`src/rtl/control_display_bcd.sv`:
```
// Sequential binary-to-BCD converter feeding a multiplexed 7-segment scan.
// Ports: clk, rst_n (async low), binario/cargar in; ocupado, listo, error,
//   codigo (digit code to decoder), anodo (active-low one-hot digit enable).
module control_display_bcd #(
    parameter int WIDTH       = 14,
    parameter int N_DIG       = 4,
    parameter int DIV         = 50000,
    parameter int BLANK_CEROS = 1
) (
    input  logic             clk,
    input  logic             rst_n,
    input  logic [WIDTH-1:0] binario,
    input  logic             cargar,
    output logic             ocupado,
    output logic             listo,
    output logic             error,
    output logic [3:0]       codigo,
    output logic [N_DIG-1:0] anodo
);

    function automatic longint pow10(input int n);
        longint r;
        r = 1;
        for (int i = 0; i < n; i++) r = r * 10;
        return r;
    endfunction

    localparam int BCD_W = 4 * N_DIG;
    localparam int CNT_W = $clog2(WIDTH + 1);
    localparam int PRE_W = $clog2(DIV);
    localparam int IDX_W = (N_DIG > 1) ? $clog2(N_DIG) : 1;
    localparam logic [63:0] MAX_VAL = 64'(pow10(N_DIG) - 1);

    localparam logic [1:0] S_IDLE  = 2'd0;
    localparam logic [1:0] S_CONV  = 2'd1;
    localparam logic [1:0] S_CARGA = 2'd2;

    logic [1:0]       state_q, state_d;
    logic [WIDTH-1:0] shift_q, shift_d;
    logic [BCD_W-1:0] bcd_q, bcd_d;
    logic [CNT_W-1:0] cnt_q, cnt_d;
    logic             ovf_q, ovf_d;
    logic [BCD_W-1:0] dig_q, dig_d;
    logic             ocupado_q, ocupado_d;
    logic             listo_q, listo_d;
    logic             error_q, error_d;
    logic [PRE_W-1:0] pre_q, pre_d;
    logic [IDX_W-1:0] idx_q, idx_d;
    logic [3:0]       codigo_q, codigo_d;
    logic [N_DIG-1:0] anodo_q, anodo_d;

    logic [BCD_W-1:0]       bcd_adj;
    logic [BCD_W+WIDTH-1:0] cat_sh;

    // Conversion FSM: one double-dabble step per CONV cycle
    always_comb begin
        state_d = state_q;
        shift_d = shift_q;
        bcd_d   = bcd_q;
        cnt_d   = cnt_q;
        ovf_d   = ovf_q;
        dig_d   = dig_q;
        error_d = error_q;
        listo_d = 1'b0;
        bcd_adj = bcd_q;
        for (int i = 0; i < N_DIG; i++) begin
            if (bcd_q[4*i +: 4] >= 4'd5)
                bcd_adj[4*i +: 4] = bcd_q[4*i +: 4] + 4'd3;
        end
        // The MSB of the accumulator falls off here on overflow
        cat_sh = {bcd_adj, shift_q} << 1;
        unique case (state_q)
            S_IDLE: begin
                if (cargar) begin
                    shift_d = binario;
                    bcd_d   = '0;
                    cnt_d   = '0;
                    ovf_d   = 64'(binario) > MAX_VAL;
                    state_d = S_CONV;
                end
            end
            S_CONV: begin
                bcd_d   = cat_sh[BCD_W+WIDTH-1:WIDTH];
                shift_d = cat_sh[WIDTH-1:0];
                cnt_d   = cnt_q + CNT_W'(1);
                if (cnt_q == CNT_W'(WIDTH - 1))
                    state_d = S_CARGA;
            end
            S_CARGA: begin
                dig_d   = ovf_q ? '1 : bcd_q;
                error_d = ovf_q;
                listo_d = 1'b1;
                state_d = S_IDLE;
            end
            default: state_d = S_IDLE;
        endcase
        ocupado_d = (state_d != S_IDLE);
    end

    logic [N_DIG-1:0] blank;
    logic             zero_above;
    logic [3:0]       sel;
    logic             sel_blank;

    // Scan: prescaler, digit index, leading-zero blanking
    always_comb begin
        pre_d = pre_q + PRE_W'(1);
        idx_d = idx_q;
        if (pre_q == PRE_W'(DIV - 1)) begin
            pre_d = '0;
            if (idx_q == IDX_W'(N_DIG - 1))
                idx_d = '0;
            else
                idx_d = idx_q + IDX_W'(1);
        end
        blank      = '0;
        zero_above = 1'b1;
        for (int i = N_DIG - 1; i > 0; i--) begin
            zero_above = zero_above && (dig_q[4*i +: 4] == 4'd0);
            blank[i]   = (BLANK_CEROS != 0) && zero_above;
        end
        sel       = 4'hF;
        sel_blank = 1'b0;
        for (int i = 0; i < N_DIG; i++) begin
            if (IDX_W'(i) == idx_q) begin
                sel       = dig_q[4*i +: 4];
                sel_blank = blank[i];
            end
        end
        codigo_d = sel_blank ? 4'hF : sel;
        anodo_d  = ~(N_DIG'(1) << idx_q);
    end

    always_ff @(posedge clk or negedge rst_n) begin
        if (!rst_n) begin
            state_q   <= S_IDLE;
            shift_q   <= '0;
            bcd_q     <= '0;
            cnt_q     <= '0;
            ovf_q     <= 1'b0;
            dig_q     <= '0;
            ocupado_q <= 1'b0;
            listo_q   <= 1'b0;
            error_q   <= 1'b0;
            pre_q     <= '0;
            idx_q     <= '0;
            codigo_q  <= 4'hF;
            anodo_q   <= '1;
        end else begin
            state_q   <= state_d;
            shift_q   <= shift_d;
            bcd_q     <= bcd_d;
            cnt_q     <= cnt_d;
            ovf_q     <= ovf_d;
            dig_q     <= dig_d;
            ocupado_q <= ocupado_d;
            listo_q   <= listo_d;
            error_q   <= error_d;
            pre_q     <= pre_d;
            idx_q     <= idx_d;
            codigo_q  <= codigo_d;
            anodo_q   <= anodo_d;
        end
    end

    assign ocupado = ocupado_q;
    assign listo   = listo_q;
    assign error   = error_q;
    assign codigo  = codigo_q;
    assign anodo   = anodo_q;

endmodule
```
`config.mk`:
```
export PLATFORM = sky130hd
export DESIGN_NAME = control_display_bcd
export DESIGN_NICKNAME = d
export VERILOG_FILES = /design/src/rtl/control_display_bcd.sv
export SDC_FILE = /design/constraint.sdc
export NUM_CORES = 1
export LEC_CHECK = 0
export BUFFER_PORTS_ARGS = -buffer_cell sky130_fd_sc_hd__buf_2
export CAP_MARGIN = 5
export CORE_MARGIN = 5
export CORE_UTILIZATION = 40
export CTS_BUF_LIST = sky130_fd_sc_hd__clkbuf_16
export DETAILED_ROUTE_END_ITERATION = 16
export GPL_TIMING_DRIVEN = 0
export HOLD_SLACK_MARGIN = 0.08
export PLACE_DENSITY_LB_ADDON = 0.1
export RECOVER_POWER = 100
export SKIP_CTS_REPAIR_TIMING = 1
export SYNTH_ARGS = -nofsm -noshare
export SYNTH_HDL_FRONTEND = slang
export SYNTH_SLANG_ARGS = --single-unit
export TNS_END_PERCENT = 1
```
`constraint.sdc`:
```
create_clock -name clk -period 4.7 [get_ports clk]
set_input_delay 0.94 -clock clk [delete_from_list [all_inputs] [get_ports clk]]
set_output_delay 0.94 -clock clk [all_outputs]
set_load 0.1 [all_outputs]
```
Word-level counts from Yosys, hierarchy flattened --
Index checks and enable logic that the tools add are counted.
Storage, ports and cells: logic and storage cells 72, bits in registers 82
Cells by class: bitwise operators 1, multiplexer cells 25, add/subtract/negate cells 7, equality and inequality tests 9, shift-type cells 1, reduce and logical (&&, ||, !) cells 11, $lt $le $gt $ge 5
Operators by type and width (count):
- $mux 16 | 3
- $mux 4 | 9
- $pmux 16 s2 | 1
- $pmux 14 s2 | 1
- $add 16x1->16 const B | 1
- $eq 16x16->1 const B | 1
- $ge 4x3->1 const B | 4
- $gt 14x14->1 const B | 1
- $mux 14 | 1
- $add 4x2->4 const B | 3
- $logic_not 4->1 | 3
- $pmux 4 s2 | 1
- $mux 2 | 3
- $add 4x1->4 const B | 1
- $eq 2x2->1 const A | 2
- $eq 2x2->1 const B | 2
- $eq 4x4->1 const B | 1
- $logic_not 2->1 | 2
- $mux 1 | 4
- $not 4->4 | 1
- $pmux 2 s2 | 1
- $reduce_and 2->1 | 2
- $reduce_bool 2->1 | 2
- $shl 1x2->4 const A | 1
- other kinds (7) | 8

Logic depth before layout (Yosys ltp) --
Gate-level depths: netlist of the first run.
depth in word-level cells 7, gate-level depth with buffers 7, gate-level depth less buffers 6

Least setup slack after synthesis of the first run --
OpenSTA, ideal clock, no wires.
path kind input-to-reg, start input cargar, end register bcd_q[12], required time 4565 ps, path slack 2771 ps, stages 6, arrival 1793 ps, buffers on the path 2, library setup time 135 ps, cell sequence nor2_1 > or2_2 > clkbuf_1 > inv_1 > buf_2 > o32ai_1
Between the ends: word-level cells in the longest chain between the ends 2
Ends and longest elaborated chain:
- start, declared | line 13 | input logic cargar,
- $ne 2x2->1 (no line)
- $reduce_and 2->1 (no line)
- end signal, assigned | line 138 | bcd_q <= '0;
- end signal, assigned | line 152 | bcd_q <= bcd_d;
- end, declared | line 40 | logic [BCD_W-1:0] bcd_q, bcd_d;
Every way passes these cells. A chain may end at the register's enable or synchronous reset.

==> reports/qor.yml, run 1 <==
clock_tree:
  cts_buffers: 9
  cts_tree: "done"
  cts_num_sinks: 82
  h-tree-depth: 3
  path_clk_slew_ps: 50
  cts_root_buf: "clkbuf_16"
  clock_path_buffers: 2
  clock_latency_ps: 330
global_route:
  grt_pass1_wl_mm: 13.8
  grt_pass1_vias: 2869
  met3_usage_pct: 3.23
  use_met1_pct: 19.5
  overflow: 0
  grt_busiest_layer: "met2"
  track_usage_pct: 14.5
  grt_max_degree: 62
  grtUsageMet2_pct: 23.0
  antenna_found_initial: 0
synthesis:
  async_reset_ff_share_pct: 100
  ys_ff_latch: 82
  synth_adder_area_share_pct: 4.70
  synth_area_leaders: "dfrtp_1 46%, o21ai_0 5.4%, dfstp_2 5.3%"
  synth.distinct_cells: 43
  synth_top_family_by_area: "compound AO/OA/AOI/OAI gates"
  yosys.area_share.simple_pct: 15.9
  synthMuxAreaShare_pct: 2.66
  syn_nets: 434
  synth_compound_area_share_pct: 16.8
  yosys.cell_count.top_type: "dfrtp_1"
  synthFlopType: "dfrtp_1"
  yosys-top-cells-count: "74 x dfrtp_1, 43 x o21ai_0, 33 x nor2_1"
  synth-xor-area-share_pct: 4.17
  synth_top_area_cell: "dfrtp_1"
  syn_avg_cell_area_sq_um: 9.94
  synth_top_area_share_pct: 46.4
  synth-edff-count: 0
  synthCells: 402
  yosysWarnings: 0
  syn_area_sq_um: 4000
  yosysSeqAreaShare_pct: 51.6
routing:
  vias_per_cell: 5.05
  vias: 2925
  drtIter0Drc: 147
  routedWlPerCell_um: 14.1
  drc: 0
  routed_wl_mm: 8.16
  drtAntennaViolNets: 0
  firstDrtPassIters: 4
pwr:
  leakagePower_uw: 0.00207
  p_sw_share_pct: 36.0
  pwr-share-comb_pct: 33.3
  p_sw_uw: 1040
  clkPwrFrac_pct: 29.0
  fin_total_pwr_uw: 2890
  power_density_nw_per_um2: 624
  ir_worst_vdd_mv: 0.306
  seq_power_share_pct: 37.7
  p_int_uw: 1850
worst_setup_path:
  cpPeakStageDelay_ps: 1250
  ff2ff_path_depth: 6
  required_ps: 4870
  reg2reg_setup_slack_ps: 2640
  start_kind: "input port"
  reg2reg_to: "bcd_q[12]"
  end_kind: "async pin"
  crit-reg2reg-launch: "state_q[0]"
  worstSetupPathType: "in2async"
  crit_fanout: 61
  worst-path-buf-inv: 2
  cp.arrival_ps: 3000
  path_cells: "clkbuf_1 > clkbuf_2"
  crit_slowest_cell: "clkbuf_2"
  cpLargestDelayFamily: "buffers and inverters"
layout:
  design_area_sq_um: 4630
  area_growth_syn_to_layout_pct: 16.0
  antenna_cells: 0
  fin_cells: 579
  fin_util_pct: 47.4
  drive_gt1_share_pct: 10.3
  nets: 473
timing:
  finClkSkew_ps: 6.48
  worst_pin_slew_ps: 1500
  hold_viol: 0
  finalSetupViolations: 0
  period_needed_ps: 2830
  finalSetupTns_ps: 0
  relSlewSlack_pct: -0.159
  rsz0062_at_grt: "false"
  max_clock_freq_mhz: 354
  maxSlewViolCount: 61
  period_share_pct: 60.1
place:
  dpl_cell_area_sq_um: 4330
  place_hpwl_mm: 5.64
  dp_cells: 563
  place_congestion: 0.740
  io_buffer_count: 27
floorplan:
  die_y_um: 110
  die_area_sq_um: 12100
  rows: 36
  start_util_pct: 40.9
  coreArea_sq_um: 9770
  die_w_um: 110
  ioPinCount: 28
min_path:
  min_path_cells: 2
  holdCritPathClass: "reg2reg"
  min_to: "dig_q[2]"
  hp-start: "dig_q[2]"
run_status:
  status: "finished, violations left"
  violations: "max-capacitance violations, max-slew violations"
job:
  drv_cap: 1
==> cells by family after synthesis <==
| family | Yosys count |
|---|---|
| AOI/OAI and AO/OA | 110 |
| xor gates and xnor gates | 19 |
| adders and majority gates | 15 |
| buffers and inverters | 42 |
| DFF | 82 |
| muxes | 10 |
| and+or+nand+nor | 124 |
==> worst max-delay path by stage <==
stage / end / start / slack (ps) / cells after the start
floorplan: bcd_q[12] / cargar / 2770 / 6
global placement: shift_q[6] / rst_n / 1970 / 1
detailed placement: bcd_q[12] / cargar / 2240 / 7
CTS: codigo[2] / codigo[2] / 2490 / 1
global route: error / rst_n / 1270 / 2
finish: pre_q[10] / rst_n / 1870 / 2
==> layer usage <==
| metal | vias to the layer above | share of wire [%] |
|---|---|---|
| met5 | - | 0 |
| met4 | 0 | 1.3 |
| met3 | 10 | 3.1 |
| met2 | 41 | 47 |
| met1 | 1390 | 49 |
| li1 | 1484 | - |
==> power by group through the flow <==
stage | sequential (uW) | clock (uW) | combinational (uW)
floorplan | 1190 | 0 | 644
global placement | 1100 | 0 | 961
detailed placement | 1100 | 0 | 982
CTS | 1090 | 860 | 988
global route | 1120 | 891 | 1090
finish | 1090 | 840 | 964
==> layout make-up <==
cell class | instances | area (sq um)
Fill cell | 965 | 5140
Buffer | 21 | 78.8
Tap cell | 133 | 166
Clock buffer | 9 | 225
Clock inverter | 7 | 133
Multi-Input combinational cell | 278 | 1770
Timing Repair Buffer | 28 | 124
Inverter | 21 | 78.8
Sequential cell | 82 | 2060
==> stage by stage <==
stage	hold slack [ps]	setup slack (ps)
floorplan	450	2770
global route	516	1270
finish	493	1870
global placement	477	1970
detailed placement	479	2240
CTS	493	2490
==> sequential cells by signal, indices dropped and copies added, names as in the netlist <==
| signal | flops |
|---|---|
| dig_q | 16 |
| ovf_q | 1 |
| shift_q | 14 |
| state_q | 2 |
| codigo | 4 |
| bcd_q | 16 |
| error | 1 |
| pre_q | 16 |
| ocupado | 1 |
| listo | 1 |
| idx_q | 2 |
| cnt_q | 4 |
| anodo | 4 |
==> cells in the final DEF, fill, tap and decap left out, types with 15 or more instances in the layout <==
cell	instances
nor2b_1	20
inv_1	21
clkbuf_1	34
nor2_1	33
a22oi_1	16
ha_1	15
dfrtp_1	74
o21ai_0	43
nand2_1	32
a21oi_1	24
==> worst register-to-register path, stage by stage, from the launching register on <==
cell	delay (ps)
dfrtp_1	470
nor2_1	70
or2_2	270
clkbuf_1	220
inv_1	250
clkbuf_1	440
o32ai_1	180
No activity file was read; power rests on OpenSTA's default activity.
==> run 2, diff against run 1 <==
--- a/config.mk
+++ b/config.mk
@@ -5,6 +5,7 @@
 export SDC_FILE = /design/constraint.sdc
 export NUM_CORES = 1
 export LEC_CHECK = 0
+export ABC_AREA = 1
 export BUFFER_PORTS_ARGS = -buffer_cell sky130_fd_sc_hd__buf_2
 export CAP_MARGIN = 5
 export CORE_MARGIN = 5
==> constraint.sdc (replaced) <==
create_clock -name clk -period 2.3 [get_ports clk]
set_input_delay 0.46 -clock clk [delete_from_list [all_inputs] [get_ports clk]]
set_output_delay 0.46 -clock clk [all_outputs]
set_load 0.1 [all_outputs]
==> run 2 against run 1 <==
Effect of this change: the run now ends clean; first-iteration DRC count down 27%; highest routed layer unchanged; sequential power is 99% higher; clock power grew 70%; sequential share of layout area up 0.87 points; power up 90%; largest cell class unchanged; die area fell by 0.77%; sequential cell count unchanged; combinational power grew 96%; cell area shrank 1.9%; clock-buffer cell count did not move; worst hold slack worse by 170 ps; area after synthesis fell by 0.85%.
==> reports/qor.yml, run 2 <==
pwr:
  leakagePower_uw: 0.00230  # was 0.00207 uW
  power_density_nw_per_um2: 1210  # was 624 nW/um^2
  ir_worst_vdd_mv: 0.557  # was 0.306 mV
  fin_total_pwr_uw: 5490  # was 2890 uW
timing:
  hold_viol: 0  # unchanged
  finClkSkew_ps: 7.55  # was 6.48 ps
  worst_pin_slew_ps: 1160  # was 1500 ps
  finalSetupTns_ps: 0  # unchanged
  period_needed_ps: 1970
  finalSetupViolations: 0  # unchanged
  period_share_pct: 85.7
  maxSlewViolCount: 0  # was 61
  relSlewSlack_pct: 22.7  # was -0.159%
  rsz0062_at_grt: "false"  # unchanged
  max_clock_freq_mhz: 507
floorplan:
  coreArea_sq_um: 9730  # was 9770 sq um
  ioPinCount: 28  # unchanged
  die_w_um: 110  # about the same
  die_area_sq_um: 12000  # was 12100 sq um
  rows: 36  # unchanged
  start_util_pct: 40.7  # was 40.9%
  die_y_um: 110  # about the same
global_route:
  track_usage_pct: 15.5  # was 14.5%
  grt_pass1_wl_mm: 14.6  # was 13.8 mm
  antenna_found_initial: 0  # unchanged
  overflow: 0  # unchanged
  grt_max_degree: 63  # was 62
  grt_pass1_vias: 3077  # was 2869
clock_tree:
  clock_path_buffers: 2  # unchanged
  cts_buffers: 9  # unchanged
  h-tree-depth: 3  # unchanged
  path_clk_slew_ps: 60  # was 50 ps
  clock_latency_ps: 330  # about the same
  cts_num_sinks: 82  # unchanged
  cts_root_buf: "clkbuf_16"  # unchanged
  cts_tree: "done"  # unchanged
min_path:
  holdCritPathClass: "in2reg"  # was reg2reg
synthesis:
  synth_area_leaders: "dfrtp_1 47%, nand2_1 11%, inv_1 5.8%"  # was dfrtp_1 46%, o21ai_0 5.4%, dfstp_2 5.3%
  synth_top_area_cell: "dfrtp_1"  # unchanged
  ys_ff_latch: 82  # unchanged
  yosys.cell_count.top_type: "nand2_1"  # was dfrtp_1
  syn_area_sq_um: 3960  # was 4000 sq um
  yosysSeqAreaShare_pct: 52.1  # was 51.6%
  synthFlopType: "dfrtp_1"  # unchanged
  yosys-top-cells-count: "114 x nand2_1, 74 x dfrtp_1, 61 x inv_1"  # was 74 x dfrtp_1, 43 x o21ai_0, 33 x nor2_1
  syn_nets: 503  # was 434
  syn_avg_cell_area_sq_um: 8.41  # was 9.94 sq um
  synth-edff-count: 0  # unchanged
  synthCells: 471  # was 402
  async_reset_ff_share_pct: 100  # unchanged
  synth_top_area_share_pct: 46.7  # was 46.4%
  yosysWarnings: 0  # unchanged
  synth.distinct_cells: 28  # was 43
layout:
  nets: 543  # was 473
  area_growth_syn_to_layout_pct: 14.8  # was 16.0%
  final_common_cell: "nand2_1"  # was dfrtp_1
  drive_gt1_share_pct: 11.2  # was 10.3%
  top_regs: "bcd_q: 16 flops, dig_q: 16 flops, pre_q: 16 flops"  # unchanged
  final_cell_mix: "115 x nand2_1, 74 x dfrtp_1, 63 x inv_1"  # was 74 x dfrtp_1, 43 x o21ai_0, 34 x clkbuf_1
  antenna_cells: 0  # unchanged
routing:
  vias_per_cell: 4.79  # was 5.05
  drc: 0  # unchanged
  routedWlPerCell_um: 12.7  # was 14.1 um
  drtIter0Drc: 108  # was 147
  vias: 3109  # was 2925
  drtAntennaViolNets: 0  # unchanged
  firstDrtPassIters: 4  # unchanged
  routed_wl_mm: 8.25  # was 8.16 mm
place:
  place_congestion: 0.794  # was 0.740
  place_hpwl_mm: 5.93  # was 5.64 mm
  io_buffer_count: 27  # unchanged
worst_setup_path:
  worst-path-buf-inv: 1  # was 2
  cpLargestDelayFamily: "buffers and inverters"  # unchanged
  end_kind: "output port"  # was async pin
  worstSetupPathType: "reg2out"  # was in2async
  crit_slowest_cell: "clkbuf_1"  # was clkbuf_2
  crit_fanout: 1  # was 61
  cpPeakStageDelay_ps: 860  # was 1250 ps
  start_kind: "register"  # was input port
  path_cells: "clkbuf_1"  # was clkbuf_1 > clkbuf_2
  required_ps: 1840  # was 4870 ps
  cp.arrival_ps: 1510  # was 3000 ps
run_status:
  status: "completed"  # was finished, violations left
job:
  drv_cap: 0  # was 1
run 2: path summary, 6_finish.rpt:
kind                             from    endpoint  slack (ps)  depth (start not counted)
setup reg to reg           state_q[0]   bcd_q[12]         550                          8
hold reg to reg            shift_q[0]  shift_q[0]         470                          2
hold / removal             binario[0]  shift_q[0]         320                          3
max in group asynchronous       rst_n   bcd_q[14]         600                          3
setup / recovery                listo       listo         330                          1
min in group asynchronous       rst_n   pre_q[10]         550                          2
run 2: logic make-up after synthesis:
family                   synth area share, %
AND/OR/NAND/NOR                         21.8
flip-flops                              52.1
AO/OA/AOI/OAI                           11.3
buffers and inverters                   7.68
adder cells (fa/ha/maj)                 4.74
XOR/XNOR                                2.43
run 2: per-stage QoR:
| step | setup slack (ps) | std cells | utilization (%) | hold WS (ps) | instance area [sq um] |
|---|---|---|---|---|---|
| after floorplan | 942 | 471 | - | 164 | 3960 |
| final | 329 | 649 | 46.7 | 322 | 4550 |
| after detailed placement | 815 | 632 | 44.1 | 375 | 4290 |
| after global placement | 51.6 | 631 | 43.8 | 457 | 4260 |
| after global routing | 283 | 649 | 46.7 | 344 | 4550 |
| after CTS | 569 | 648 | 47.1 | 12.7 | 4590 |
run 2: metal layers:
metal	wire length (um)	global-route usage, %	up-vias
li1	-	-	1580
met1	4180	21.8	1459
met2	3600	23.6	52
met3	294	2.70	18
met4	174	6.68	0
met5	0	0	-
run 2: cell type report:
| class | count | area (sq um) |
|---|---|---|
| clock inverter | 7 | 68.8 |
| buffer | 10 | 47.5 |
| sequential | 82 | 2060 |
| multi-input combinational | 313 | 1580 |
| tap | 133 | 166 |
| fill | 998 | 5180 |
| timing repair buffer | 29 | 153 |
| clock buffer | 9 | 225 |
| inverter | 66 | 248 |
run 2: report_power, final:
| part | internal, uW | switching (uW) |
|---|---|---|
| registers | 1890 | 276 |
| clock network | 839 | 589 |
| logic | 609 | 1290 |
==> run 3, diff against run 2 <==
--- a/config.mk
+++ b/config.mk
@@ -6,12 +6,12 @@
 export NUM_CORES = 1
 export LEC_CHECK = 0
 export ABC_AREA = 1
-export BUFFER_PORTS_ARGS = -buffer_cell sky130_fd_sc_hd__buf_2
 export CAP_MARGIN = 5
 export CORE_MARGIN = 5
 export CORE_UTILIZATION = 40
 export CTS_BUF_LIST = sky130_fd_sc_hd__clkbuf_16
 export DETAILED_ROUTE_END_ITERATION = 16
+export DONT_BUFFER_PORTS = 1
 export GPL_TIMING_DRIVEN = 0
 export HOLD_SLACK_MARGIN = 0.08
 export PLACE_DENSITY_LB_ADDON = 0.1
==> run 3 against run 2 <==
Effect of this change: the run now ends with negative hold slack left; final cell count shrank 4.5%; sequential power rose by 12%; routed wire length decreased by 1.2%; power grew 4.4%; via count decreased by 3.2%; non-clock buffer count fell by 29; cell area is 1.8% lower; global-route usage fell by 0.12 points; first-iteration DRC count increased by 38%; critical path type unchanged; critical endpoint is now anodo[2].
==> reports/qor.yml, run 3 (synthesis gave the netlist of run 2 again) <==
worst_setup_path:
  cp.arrival_ps: 1450  # was 1510 ps
  required_ps: 1840  # about the same
  worstSetupPathType: "reg2out"  # unchanged
  reg2reg_setup_slack_ps: 450  # was 550 ps
  crit_fanout: 1  # unchanged
  crit-reg2reg-launch: "state_q[0]"  # unchanged
  cp_num_cells: 0  # was 1
  end_kind: "output port"  # unchanged
  start_kind: "register"  # unchanged
  ff2ff_path_depth: 5  # was 8
  reg2reg_to: "dig_q[13]"  # was bcd_q[12]
global_route:
  overflow: 0  # unchanged
  grt_max_degree: 83  # was 63
  grt_pass1_wl_mm: 14.3  # was 14.6 mm
  grt_pass1_vias: 2948  # was 3077
  antenna_found_initial: 0  # unchanged
  track_usage_pct: 15.4  # was 15.5%
layout:
  drive_gt1_share_pct: 5.13  # was 11.2%
  final_common_cell: "nand2_1"  # unchanged
  antenna_cells: 0  # unchanged
  nets: 514  # was 543
  final_cell_mix: "115 x nand2_1, 74 x dfrtp_1, 63 x inv_1"  # unchanged
  area_growth_syn_to_layout_pct: 12.7  # was 14.8%
  top_regs: "bcd_q: 16 flops, dig_q: 16 flops, pre_q: 16 flops"  # unchanged
  design_area_sq_um: 4460  # was 4550 sq um
routing:
  vias_per_cell: 4.85  # was 4.79
  vias: 3009  # was 3109
  firstDrtPassIters: 4  # unchanged
  drc: 0  # unchanged
  routedWlPerCell_um: 13.1  # was 12.7 um
  routed_wl_mm: 8.15  # was 8.25 mm
  drtIter0Drc: 149  # was 108
  drtAntennaViolNets: 0  # unchanged
floorplan:
  die_area_sq_um: 12000  # unchanged
  die_w_um: 110  # unchanged
  die_y_um: 110  # unchanged
  rows: 36  # unchanged
  start_util_pct: 40.7  # unchanged
  coreArea_sq_um: 9730  # unchanged
  ioPinCount: 28  # unchanged
clock_tree:
  clock_latency_ps: 330  # about the same
  path_clk_slew_ps: 60  # about the same
  cts_tree: "done"  # unchanged
  cts_num_sinks: 82  # unchanged
  cts_buffers: 9  # unchanged
  h-tree-depth: 3  # unchanged
  cts_root_buf: "clkbuf_16"  # unchanged
  clock_path_buffers: 2  # unchanged
pwr:
  ir_worst_vdd_mv: 0.483  # was 0.557 mV
  power_density_nw_per_um2: 1280  # was 1210 nW/um^2
  leakagePower_uw: 0.00221  # was 0.00230 uW
timing:
  finalSetupTns_ps: 0  # unchanged
  maxSlewViolCount: 0  # unchanged
  finalSetupViolations: 0  # unchanged
  period_needed_ps: 1910  # was 1970 ps
  finClkSkew_ps: 6.26  # was 7.55 ps
  worst_pin_slew_ps: 907  # was 1160 ps
  hold_viol: 82  # was 0
  relSlewSlack_pct: 39.7  # was 22.7%
  timing.hold.ws_ps: -171  # was 322 ps
  max_clock_freq_mhz: 524  # was 507 MHz
  rsz0062_at_grt: "false"  # unchanged
  period_share_pct: 83.0  # was 85.7%
job:
  drv_cap: 0  # unchanged
place:
  io_buffer_count: 0  # was 27
  dpl_cell_area_sq_um: 4130  # was 4290 sq um
  place_hpwl_mm: 5.77  # was 5.93 mm
  place_congestion: 0.796  # was 0.794
run_status:
  violations: "negative hold slack"
  status: "finished, violations left"  # was completed
min_path:
  holdCritPathClass: "in2async"  # was in2reg
[run 3: stage by stage]
stage          std cells  utilization [%]  power [uW]  setup WS, ps  hold slack, ps
5_1_grt              620             45.9        6170           274            -203
2_1_floorplan        471                -        3660           942             164
3_3_place_gp         604             42.4        4050           839             167
6_report             620             45.9        5730           392            -171
3_5_place_dp         604             42.4        4090           812             168
4_1_cts              620             46.2        5870           551            -198
[run 3: worst max path at each step]
stage,from,end,slack [ps]
2_1_floorplan,error,error,940
3_5_place_dp,idx_q[1],codigo[0],810
4_1_cts,error,error,550
6_report,anodo[2],anodo[2],390
3_3_place_gp,idx_q[1],codigo[2],840
5_1_grt,state_q[0],dig_q[13],270
[run 3: where the power goes]
group	leakage, uW	total (uW)	internal [uW]	switching [uW]
clock	0.000176	1750	1170	582
combinational	0.00100	1540	576	965
sequential	0.00103	2440	1890	550
[run 3: area by class of cell]
type                            count  area, sq um
Sequential cell                    82         2060
Multi-Input combinational cell    313         1580
Tap cell                          133          166
Inverter                           66          248
Fill cell                         975         5270
Clock inverter                      7          141
Buffer                             10         43.8
Clock buffer                        9          225
[run 3: routing by layer]
layer | share of wire (%) | vias up | GRT usage, %
met5 | 0 | - | 0
met4 | 1.4 | 0 | 5.52
met3 | 3.9 | 12 | 3.46
met2 | 43 | 62 | 22.4
met1 | 52 | 1410 | 22.4
li1 | - | 1525 | -
